### src/rtl/score_keeper.sv
// Score, high score and lives bookkeeping for one game.
// Simultaneous kills queue in a pending mask and score one per cycle.
module score_keeper #(
    parameter int LIVES         = 3,
    parameter int INVULN_FRAMES = 120
) (
    input  logic        Clk,
    input  logic        Reset,
    input  logic        frame_clk,
    input  logic [9:0]  NPC_Collision,
    input  logic        Ship_Collision,
    input  logic [2:0]  Curr_Level,
    input  logic        NewGame,
    output logic [15:0] Score,
    output logic [15:0] HiScore,
    output logic [2:0]  Lives,
    output logic        Lives_Zero,
    output logic        Game_Over_Pulse,
    output logic        Busy
);

    localparam logic [2:0] LIVES_L = 3'(LIVES);
    localparam logic [6:0] INV_L   = 7'(INVULN_FRAMES);

    logic [15:0] r_score;
    logic [15:0] r_hi;
    logic [2:0]  r_lives;
    logic [6:0]  r_inv;
    logic [9:0]  r_pend;
    logic [9:0]  r_npc_prev;
    logic        r_ship_prev;
    logic        r_go;
    logic [2:0]  r_fs;

    logic [9:0]  w_npc_rise;
    logic [9:0]  w_serve;
    logic [3:0]  w_pts;
    logic        w_ship_rise;
    logic        w_hit;
    logic        w_tick;
    logic [4:0]  w_t1, w_t2, w_t3;
    logic [4:0]  w_m1, w_m2, w_m3;
    logic        w_c1, w_c2, w_c3;
    logic [3:0]  w_d1, w_d2, w_d3;
    logic [15:0] w_sum;

    assign w_npc_rise  = NPC_Collision & ~r_npc_prev;
    // two's-complement trick isolates the lowest pending bit
    assign w_serve     = r_pend & (~r_pend + 10'd1);
    assign w_pts       = {1'b0, Curr_Level} + 4'd1;
    assign w_ship_rise = Ship_Collision & ~r_ship_prev;
    assign w_hit       = w_ship_rise && (r_inv == 7'd0) && (r_lives != 3'd0);
    assign w_tick      = r_fs[1] & ~r_fs[2];

    always_comb begin
        w_t1 = {1'b0, r_score[7:4]} + {1'b0, w_pts};
        w_m1 = w_t1 - 5'd10;
        w_c1 = (w_t1 > 5'd9);
        w_d1 = w_c1 ? w_m1[3:0] : w_t1[3:0];
        w_t2 = {1'b0, r_score[11:8]} + {4'd0, w_c1};
        w_m2 = w_t2 - 5'd10;
        w_c2 = (w_t2 > 5'd9);
        w_d2 = w_c2 ? w_m2[3:0] : w_t2[3:0];
        w_t3 = {1'b0, r_score[15:12]} + {4'd0, w_c2};
        w_m3 = w_t3 - 5'd10;
        w_c3 = (w_t3 > 5'd9);
        w_d3 = w_c3 ? w_m3[3:0] : w_t3[3:0];
        w_sum = w_c3 ? 16'h9999 : {w_d3, w_d2, w_d1, r_score[3:0]};
    end

    always_ff @(posedge Clk or posedge Reset) begin
        if (Reset) begin
            r_score     <= 16'd0;
            r_hi        <= 16'd0;
            r_lives     <= LIVES_L;
            r_inv       <= 7'd0;
            r_pend      <= 10'd0;
            r_npc_prev  <= 10'd0;
            r_ship_prev <= 1'b0;
            r_go        <= 1'b0;
            r_fs        <= 3'd0;
        end else begin
            r_fs <= {r_fs[1:0], frame_clk};
            if (NewGame) begin
                r_hi        <= (r_score > r_hi) ? r_score : r_hi;
                r_score     <= 16'd0;
                r_lives     <= LIVES_L;
                r_inv       <= 7'd0;
                r_pend      <= 10'd0;
                r_npc_prev  <= 10'd0;
                r_ship_prev <= 1'b0;
                r_go        <= 1'b0;
            end else begin
                r_npc_prev  <= NPC_Collision;
                r_ship_prev <= Ship_Collision;
                r_pend      <= (r_pend & ~w_serve) | w_npc_rise;
                if (|r_pend) begin
                    r_score <= w_sum;
                end
                r_go <= w_hit && (r_lives == 3'd1);
                if (w_hit) begin
                    r_lives <= r_lives - 3'd1;
                    r_inv   <= INV_L;
                end else if (w_tick && (r_inv != 7'd0)) begin
                    r_inv <= r_inv - 7'd1;
                end
            end
        end
    end

    assign Score           = r_score;
    assign HiScore         = r_hi;
    assign Lives           = r_lives;
    assign Lives_Zero      = (r_lives == 3'd0);
    assign Game_Over_Pulse = r_go;
    assign Busy            = |r_pend;

endmodule

### config.mk
export PLATFORM = sky130hd
export DESIGN_NAME = score_keeper
export DESIGN_NICKNAME = d
export VERILOG_FILES = /design/src/rtl/score_keeper.sv
export SDC_FILE = /design/constraint.sdc
export NUM_CORES = 1
export LEC_CHECK = 0
export ABC_AREA = 1
export BUFFER_PORTS_ARGS = -buffer_cell sky130_fd_sc_hd__buf_2
export CORE_ASPECT_RATIO = 1.4
export CORE_MARGIN = 4
export CORE_UTILIZATION = 40
export DETAILED_ROUTE_END_ITERATION = 12
export GPL_ROUTABILITY_DRIVEN = 0
export HOLD_SLACK_MARGIN = 0.06
export PLACE_DENSITY = 0.62
export SYNTH_ARGS = -nofsm -noshare
export SYNTH_HDL_FRONTEND = slang
export SYNTH_SLANG_ARGS = --single-unit
### constraint.sdc
create_clock -name Clk -period 4.5 [get_ports Clk]
set_input_delay 0.45 -clock Clk [delete_from_list [all_inputs] [get_ports Clk]]
set_output_delay 0.45 -clock Clk [all_outputs]
set_load 0.1 [all_outputs]
# [Yosys cells after proc, flatten, opt, wreduce, memory -nomap -nowiden]
# Cells that the tools add are included.
[totals] word_cells=64 inputBits=18 out_inout_bits=38 register_bits=67
[classes] bitwise_logic=11 addsub=9 reduce_logical=15 order_cmp=4 n_eq_ne=1 n_mux=14
[ops] cell="16-bit two-way mux" n=3
[ops] cell="10-bit bitwise AND" n=3
[ops] cell="10-bit inverter" n=3
[ops] cell="7-bit two-way mux" n=3
[ops] cell="10-bit two-way mux" n=2
[ops] cell="16-bit > comparator" n=1
[ops] cell="5-bit by 4-bit > comparator with 1-bit output (second input constant)" n=3
[ops] cell="10-bit by 1-bit adder with 10-bit output (second input constant)" n=1
[ops] cell="4-bit by 1-bit adder with 5-bit output" n=2
[ops] cell="10-bit OR" n=1
[ops] cell="10-bit OR reduction" n=1
[ops] cell="4-bit two-way mux" n=2
[ops] cell="4-bit subtractor (second input constant)" n=2
[ops] cell="7-bit zero test" n=1
[ops] cell="7-bit nonzero test" n=1
[ops] cell="7-bit by 1-bit subtractor with 7-bit output (second input constant)" n=1
[ops] cell="3-bit two-way mux" n=2
[ops] cell="2-bit nonzero test" n=3
[ops] cell="3-bit nonzero test" n=2
[ops] cell="4-bit by 4-bit adder with 5-bit output" n=1
[ops] cell="3-bit by 1-bit adder with 4-bit output (second input constant)" n=1
[ops] cell="1-bit logical AND" n=4
[ops] cell="2-bit AND reduction" n=2
[ops] cell="3-bit by 1-bit equality test with 1-bit output (second input constant)" n=1
[ops] cell="5 further kinds" n=8

# [Logic depth before layout (Yosys ltp)]
# Gate-level depths: netlist of run 1.
[logic_depth] word_depth=10 depth_mapped=25 ltp_nobuf=25

# [Worst setup path after synthesis of run 1]
# Ideal clock, no wire load.
[synth_path] path_type="register to register" from="register r_score[4], in the netlist Score[4]" to="register r_score[10], in the netlist Score[10]" path_stages_with_launch=26 setup_ns=0.068 required_ns=4.432 slack_ns=0.316 period_less_slack_ns=4.184 arrival_ns=4.116 cell_sequence="dfrtp_1 > inv_1 > ha_1 > inv_1 > fa_1 > inv_1 > nand2_1 > nand3_1 > nand2_2 > ha_1 > ha_1 > xnor2_1 > nand2_1 > nand2_1 > nand2_1 > ha_1 > ha_1 > nand2_1 > nand2_1 > nand2_1 > nand2_1 > nand2_2 > inv_2 > nor2_2 > nand3_1 > nand2_1"
[synth_between] elab_chain_len=9 word_cells_on_any_way=11
[synth_rtl] element="start: declaration" line_no="25" source="logic [15:0] r_score;"
[synth_rtl] element="start signal: assignment" line_no="98" source="r_score <= w_sum;"
[synth_rtl] element="4-bit by 4-bit adder with 5-bit output *" line_no="56" source="w_t1 = {1'b0, r_score[7:4]} + {1'b0, w_pts};"
[synth_rtl] element="5-bit by 4-bit > comparator with 1-bit output *" line_no="58" source="w_c1 = (w_t1 > 5'd9);"
[synth_rtl] element="4-bit by 1-bit adder with 5-bit output *" line_no="60" source="w_t2 = {1'b0, r_score[11:8]} + {4'd0, w_c1};"
[synth_rtl] element="5-bit by 4-bit > comparator with 1-bit output" line_no="62" source="w_c2 = (w_t2 > 5'd9);"
[synth_rtl] element="4-bit by 1-bit adder with 5-bit output" line_no="64" source="w_t3 = {1'b0, r_score[15:12]} + {4'd0, w_c2};"
[synth_rtl] element="5-bit by 4-bit > comparator with 1-bit output" line_no="66" source="w_c3 = (w_t3 > 5'd9);"
[synth_rtl] element="16-bit two-way mux *" line_no="68" source="w_sum = w_c3 ? 16'h9999 : {w_d3, w_d2, w_d1, r_score[3:0]};"
[synth_rtl] element="16-bit two-way mux *" line_no="97" source="if (|r_pend) begin"
[synth_rtl] element="16-bit two-way mux *" line_no="84" source="if (NewGame) begin"
# Mark *: on every way between the ends. The rest lies on a longest branch, timed or not. The select of a mux whose other input is x is not followed.
# A chain may end at the register's enable or synchronous reset.

# [Final worst setup path of run 1]
[layout_path] from="register r_score[4], in the netlist Score[4]" to="register r_score[9], in the netlist Score[9]"
# The elaborated chain is that of the path after synthesis.

==> out/qor.yml, run 1 <==
logic_synthesis:
  synth_ff_type: "dfrtp_1"
  yosysWarningCount: 0
  synth-async-reset-ratio_pct: 100
  yosysSeqAreaShare_pct: 45.8
  synth_cell_types: 33
  synthCells: 402
  synth_area_per_cell_um2: 8.31
  netlist_area_mm2: 0.00334
  ys_seq_elements: 61
  synth_edf_count: 0
sta:
  slew_headroom_pct: 51.6
  setup_viol: 0
  fin_crit_ns: 4.03
  rsz0062_at_grt: "no"
  period_share_pct: 89.6
  worst_slew_pin_slew_ns: 0.726
  finalHoldViolCount: 0
  setup-tns-final_ns: 0
  fmax_ghz: 0.248
  fin_skew_ns: 0.00705
  drv_slew: 0
clock_tree:
  cts_setup_buffers: 0
  path_clk_slew_ns: 0.05
  clk_root_buffer_cell: "clkbuf_16"
  clock-sinks: 61
  cts_tree: "done"
  numCtsBuffers: 9
  clk_latency_ns: 0.32
  cts.htree.levels: 3
  cts_max_path_buffers: 2
grt:
  grt_max_degree: 34
  grt_pass1_vias: 2679
  antenna_found_initial: 0
  track_usage_pct: 15.1
  grt_pass1_wl_mm: 12.0
  overflow: 0
final_layout:
  nets: 501
  drive_gt1_share_pct: 20.7
  fillers: 834
  multi_input_area_mm2: 0.00155
  area_growth_pct: 17.8
  num_antenna_cells: 0
  final_area_mm2: 0.00394
  regArea_mm2: 0.00153
setup_path:
  worstPathRequired_ns: 4.76
  crit_path_start_kind: "flop"
  crit_arrival_ns: 4.29
  cp_max_fo: 5
  end_kind: "flop"
  crit_type: "flop to flop"
placement:
  dp_hpwl_mm: 5.18
  portBuffers: 51
  place_area_mm2: 0.00365
power:
  vdd_drop_max_v: 0.000521
  power_density_mw_per_mm2: 625
  leakagePower_uw: 0.00218
floorplan:
  core-area_mm2: 0.00815
  chipHeight_um: 116
  ios: 56
  start_util_pct: 41.0
  fp-row-count: 39
  die_w_um: 85.3
  die_area_mm2: 0.00990
route:
  highest_layer: "met4"
  wl_met2_mm: 3.44
  firstDrtPassIters: 4
  drt-vias-per-instance: 4.80
  wire_per_inst_um: 12.3
  vias: 2695
  detail-route-antenna-nets: 0
  first_iter_violations: 147
  route.detailed.drc: 0
  wl_met3_um: 287
  wl_met1_mm: 3.02
  routed_wl_mm: 6.91
worst_hold_path:
  min_path_type: "input pin to asynchronous set/reset pin"
run_status:
  status: "complete, no violations"
flow_run:
  cap_violations: 0
[metal layers]
metal / vias to the layer above / track usage [%]
met5: - / 0
li1: 1382 / -
met2: 63 / 25.9
met1: 1237 / 18.7
met4: 0 / 5.91
met3: 13 / 3.25
[final cells by class]
cell class	count	area share (%)
multi-input combinational	277	39.3
sequential	61	38.8
timing repair buffer	52	6.68
clock buffer	9	5.72
inverter	54	5.15
tap	102	3.24
clock inverter	6	1.05
[cell usage after synthesis (all sizes together), types with 3 or more instances]
cell type  number  area, um2
buf            11       81.3
o22ai           3       18.8
inv            54        203
nand2         113        447
a21oi          16       83.8
xnor2           4       35.0
dfrtp          59       1480
nor3            4       20.0
nand4           3       18.8
xor2            3       26.3
ha             27        338
o21ai          17       85.1
nor2           33        151
nand3          41        210
[state kept, by name (all words and copies together) (netlist names)]
| register | flops |
|---|---|
| Score | 13 |
| r_fs | 3 |
| r_npc_prev | 10 |
| Game_Over_Pulse | 1 |
| Lives | 3 |
| HiScore | 13 |
| r_inv | 7 |
| r_pend | 10 |
| r_ship_prev | 1 |
[layout by cell type, fill, tap and decap left out]
master	n
buf_2	51
nor3b_1	2
nand4_1	3
a21oi_1	15
nor3_1	4
clkbuf_16	9
xor2_1	3
o32ai_1	2
ha_1	27
o21ai_0	13
clkinvlp_4	3
nand3_1	40
dfstp_2	2
a22o_1	1
inv_1	48
nor2_4	2
buf_4	1
dfrtp_1	59
nand2_2	9
nor2_1	26
fa_1	1
conb_1	4
xnor2_1	2
clkinv_2	2
nand2_1	104
inv_2	6
o31ai_1	1
a21oi_2	1
nand3_2	1
o21ai_1	4
nor2_2	5
nand3b_1	1
clkinv_4	1
a21o_1	1
xnor2_2	2
o22ai_1	3
[worst max-delay path, cell delays in order, from the launching register on]
cell	delay, ns
dfrtp_1	0.43
inv_1	0.09
ha_1	0.14
inv_1	0.06
fa_1	0.43
xnor2_2	0.21
nand2_1	0.10
nand3_1	0.17
nand2_2	0.09
ha_1	0.20
ha_1	0.22
xnor2_2	0.19
nand2_1	0.07
nand2_1	0.12
nand2_1	0.10
ha_1	0.21
ha_1	0.22
xnor2_1	0.22
nand2_1	0.12
nand2_2	0.13
inv_2	0.06
nor2_2	0.21
nand3_1	0.12
nand2_1	0.07
[what timing repair did]
item,CTS,global route
hold buffers,0,0
setup endpoints to repair,0,5
gates resized for setup,0,2
endpoints found under the hold margin,0,0
[metrics by stage]
stage	instances	hold slack, ns	setup WS (ns)	total power (uW)	utilization [%]
detailed placement	546	0.342	0.368	1870	44.8
floorplan	405	0.331	0.316	1680	-
global route	561	0.233	0.0597	2650	48.3
global placement	546	0.332	0.598	1870	44.8
CTS	561	0.232	0.383	2490	48.1
finish	561	0.210	0.467	2460	48.3
[power by group]
| group | leakage, uW | switching [uW] | internal, uW |
|---|---|---|---|
| logic | 0.00125 | 876 | 272 |
| clock network | 0.000123 | 233 | 367 |
| registers | 0.000801 | 75.1 | 638 |
[cells by family (layout without fill, tap and decap cells)]
logic type,after synthesis,count (layout),synth area share (%)
other cells,1,4,0.112
compound gates,41,41,6.85
xor+xnor,7,7,1.83
buf+inv,67,121,8.72
fa+ha+maj,28,28,10.7
simple gates,197,197,26.0
flops,61,61,45.8
[final timing paths]
| path | start | to | slack [ns] | depth (start not counted) |
|---|---|---|---|---|
| setup / recovery | Score[4] | Score[9] | 0.47 | 23 |
| hold / removal | Reset | HiScore[12] | 0.21 | 2 |
| setup reg to reg | Score[4] | Score[9] | 0.47 | 23 |
| hold reg to reg | r_fs[0] | r_fs[1] | 0.35 | 0 |
| max in group asynchronous | Reset | Lives[0] | 3.39 | 3 |
| min in group Clk | frame_clk | r_fs[0] | 0.24 | 1 |
Power figures use the tool's default switching activity.
==> run 2: changes to the inputs <==
CORE_UTILIZATION = 30   (was 40)
PLACE_DENSITY = 0.5   (was 0.62)
==> run 2 against run 1 <==
  * Register-to-register slack got worse by 0.13 ns
  * Core utilization down 11 points
  * Highest routed layer unchanged
  * Routed wire length rose by 15%
  * Sequential power about the same
  * First-iteration DRC count shrank 43%
  * Global-route usage is 2.1 points lower
  * Critical endpoint unchanged
  * Power is 10% higher
==> out/qor.yml, run 2 (synthesis gave the netlist of run 1 again) <==
floorplan:
  ios: 56  # unchanged
  core-area_mm2: 0.0109  # was 0.00815 mm2
  chipHeight_um: 133  # was 116 um
  die_area_mm2: 0.0129  # was 0.00990 mm2
  start_util_pct: 30.8  # was 41.0%
  die_w_um: 97.2  # was 85.3 um
  fp-row-count: 45  # was 39
route:
  wire_per_inst_um: 13.2  # was 12.3 um
  detail-route-antenna-nets: 0  # unchanged
  route.detailed.drc: 0  # unchanged
  routed_wl_mm: 7.93  # was 6.91 mm
  vias: 2715  # was 2695
  firstDrtPassIters: 4  # unchanged
  first_iter_violations: 84  # was 147
  drt-vias-per-instance: 4.52  # was 4.80
worst_hold_path:
  min_path_type: "input pin to asynchronous set/reset pin"  # unchanged
sta:
  setup-tns-final_ns: 0  # unchanged
  fin_crit_ns: 4.16  # was 4.03 ns
  slew_headroom_pct: 47.2  # was 51.6%
  setup_viol: 0  # unchanged
  fin_skew_ns: 0.0103  # was 0.00705 ns
  rsz0062_at_grt: "no"  # unchanged
  worst_slew_pin_slew_ns: 0.792  # was 0.726 ns
  period_share_pct: 92.4  # was 89.6%
  finalHoldViolCount: 0  # unchanged
  drv_slew: 0  # unchanged
  fmax_ghz: 0.240  # was 0.248 GHz
setup_path:
  worstPathRequired_ns: 4.76  # about the same
  crit_type: "flop to flop"  # unchanged
  crit_chain: "inv_1, ha_1, inv_1, fa_1, xnor2_1, nand2_1, nand3_1, nand2_2, ha_1, ha_1, xnor2_1, nand2_1, nand2_1, nand2_1, ha_1, ha_1, xnor2_1, nand2_1, nand2_2, inv_2, nor2_2, nand3_1, nand2_1"  # was inv_1, ha_1, inv_1, fa_1, xnor2_2, nand2_1, nand3_1, nand2_2, ha_1, ha_1, xnor2_2, nand2_1, nand2_1, nand2_1, ha_1, ha_1, xnor2_1, nand2_1, nand2_2, inv_2, nor2_2, nand3_1, nand2_1
  cp_slowest_cell: "dfrtp_1"  # unchanged
  slowest_delay_ns: 0.43  # about the same
  cp_max_fo: 5  # unchanged
  crit_arrival_ns: 4.42  # was 4.29 ns
  end_kind: "flop"  # unchanged
  cpMostUsedCell: "nand2_1"  # unchanged
  crit_path_start_kind: "flop"  # unchanged
final_layout:
  num_antenna_cells: 0  # unchanged
  mostFrequentLayoutCells: "nand2_1, dfrtp_1, buf_2, inv_1, nand3_1"  # unchanged
  finalNonFillerCells: 601  # was 561
  drive_gt1_share_pct: 20.4  # was 20.7%
  area_growth_pct: 21.6  # was 17.8%
  nets: 501  # unchanged
  fin_util_pct: 37.4  # was 48.3%
  final_common_cell: "nand2_1"  # unchanged
power:
  power_density_mw_per_mm2: 668  # was 625 mW/mm2
  vdd_drop_max_v: 0.000399  # was 0.000521 V
  power_uw: 2710  # was 2460 uW
  leakagePower_uw: 0.00222  # was 0.00218 uW
placement:
  portBuffers: 51  # unchanged
  dp_hpwl_mm: 5.75  # was 5.18 mm
  place_inst: 585  # was 546
clock_tree:
  cts_tree: "done"  # unchanged
  cts.htree.levels: 3  # unchanged
  cts_resized: 0  # unchanged
  clk_latency_ns: 0.33  # was 0.32 ns
  clock-sinks: 61  # unchanged
  cts_hold_buf: 0  # unchanged
  clk_root_buffer_cell: "clkbuf_16"  # unchanged
  cts_max_path_buffers: 2  # unchanged
  path_clk_slew_ns: 0.06  # was 0.05 ns
  cts_setup_buffers: 0  # unchanged
  numCtsBuffers: 9  # unchanged
grt:
  grt_max_degree: 35  # was 34
  grt_pass1_wl_mm: 13.7  # was 12.0 mm
  overflow: 0  # unchanged
  grt_pass1_vias: 2861  # was 2679
  track_usage_pct: 13.0  # was 15.1%
  antenna_found_initial: 0  # unchanged
flow_run:
  cap_violations: 0  # unchanged
run_status:
  status: "complete, no violations"  # unchanged
## run 2: changes by cell type in the layout (fill, tap and decap cells not counted), sizes merged
cell | previous run | this run
bufinv | 0 | 3
clkbuf | 9 | 11
clkinv | 3 | 1
clkinvlp | 3 | 1
## run 2: area by class of cell
type	count	area (um2)
fill	1128	6800
inverter	54	203
tap	141	176
sequential	61	1530
timing repair buffer	52	263
multi-input combinational	277	1530
clock inverter	5	106
clock buffer	11	253
## run 2: path summary, 6_finish.rpt
| path | depth (start not counted) | from | slack, ns | to |
|---|---|---|---|---|
| max in group asynchronous | 3 | Reset | 3.40 | Lives[0] |
| worst min-delay path | 2 | Reset | 0.19 | r_pend[2] |
| worst max register to register | 23 | Score[4] | 0.34 | Score[9] |
| worst max-delay path | 23 | Score[4] | 0.34 | Score[9] |
| worst min register to register | 0 | r_fs[0] | 0.34 | r_fs[1] |
| min in group Clk | 1 | frame_clk | 0.23 | r_fs[0] |
## run 2: power breakdown
group	total (uW)	leakage, uW	switching [uW]	internal [uW]
logic	1170	0.00125	904	271
registers	715	0.000801	77.9	638
clock network	824	0.000172	252	572
total	2710	0.00222	1230	1480
## run 2: metrics by stage
step	worst slack (ns)	area (um2)	hold slack (ns)
floorplan	0.316	3350	0.331
global placement	0.575	3700	0.332
detailed placement	0.329	3700	0.335
CTS	0.362	4060	0.214
global route	0.0280	4060	0.230
finish	0.341	4060	0.190
## run 2: layer usage
metal,GRT usage [%],share of wire (%),routed length [um]
met1,15.8,45,3550
met2,22.5,50,3980
met3,2.69,4.1,325
met4,5.15,0.82,65
met5,0,0,0
## run 2: worst max-delay path: cells and delay by family, from the launching register on
family | cells | cell delay [ns]
xor gates and xnor gates | 3 | 0.73
and+or+nand+nor | 11 | 1.33
adders and majority gates | 6 | 1.39
buffers and inverters | 3 | 0.21
DFF | 1 | 0.43
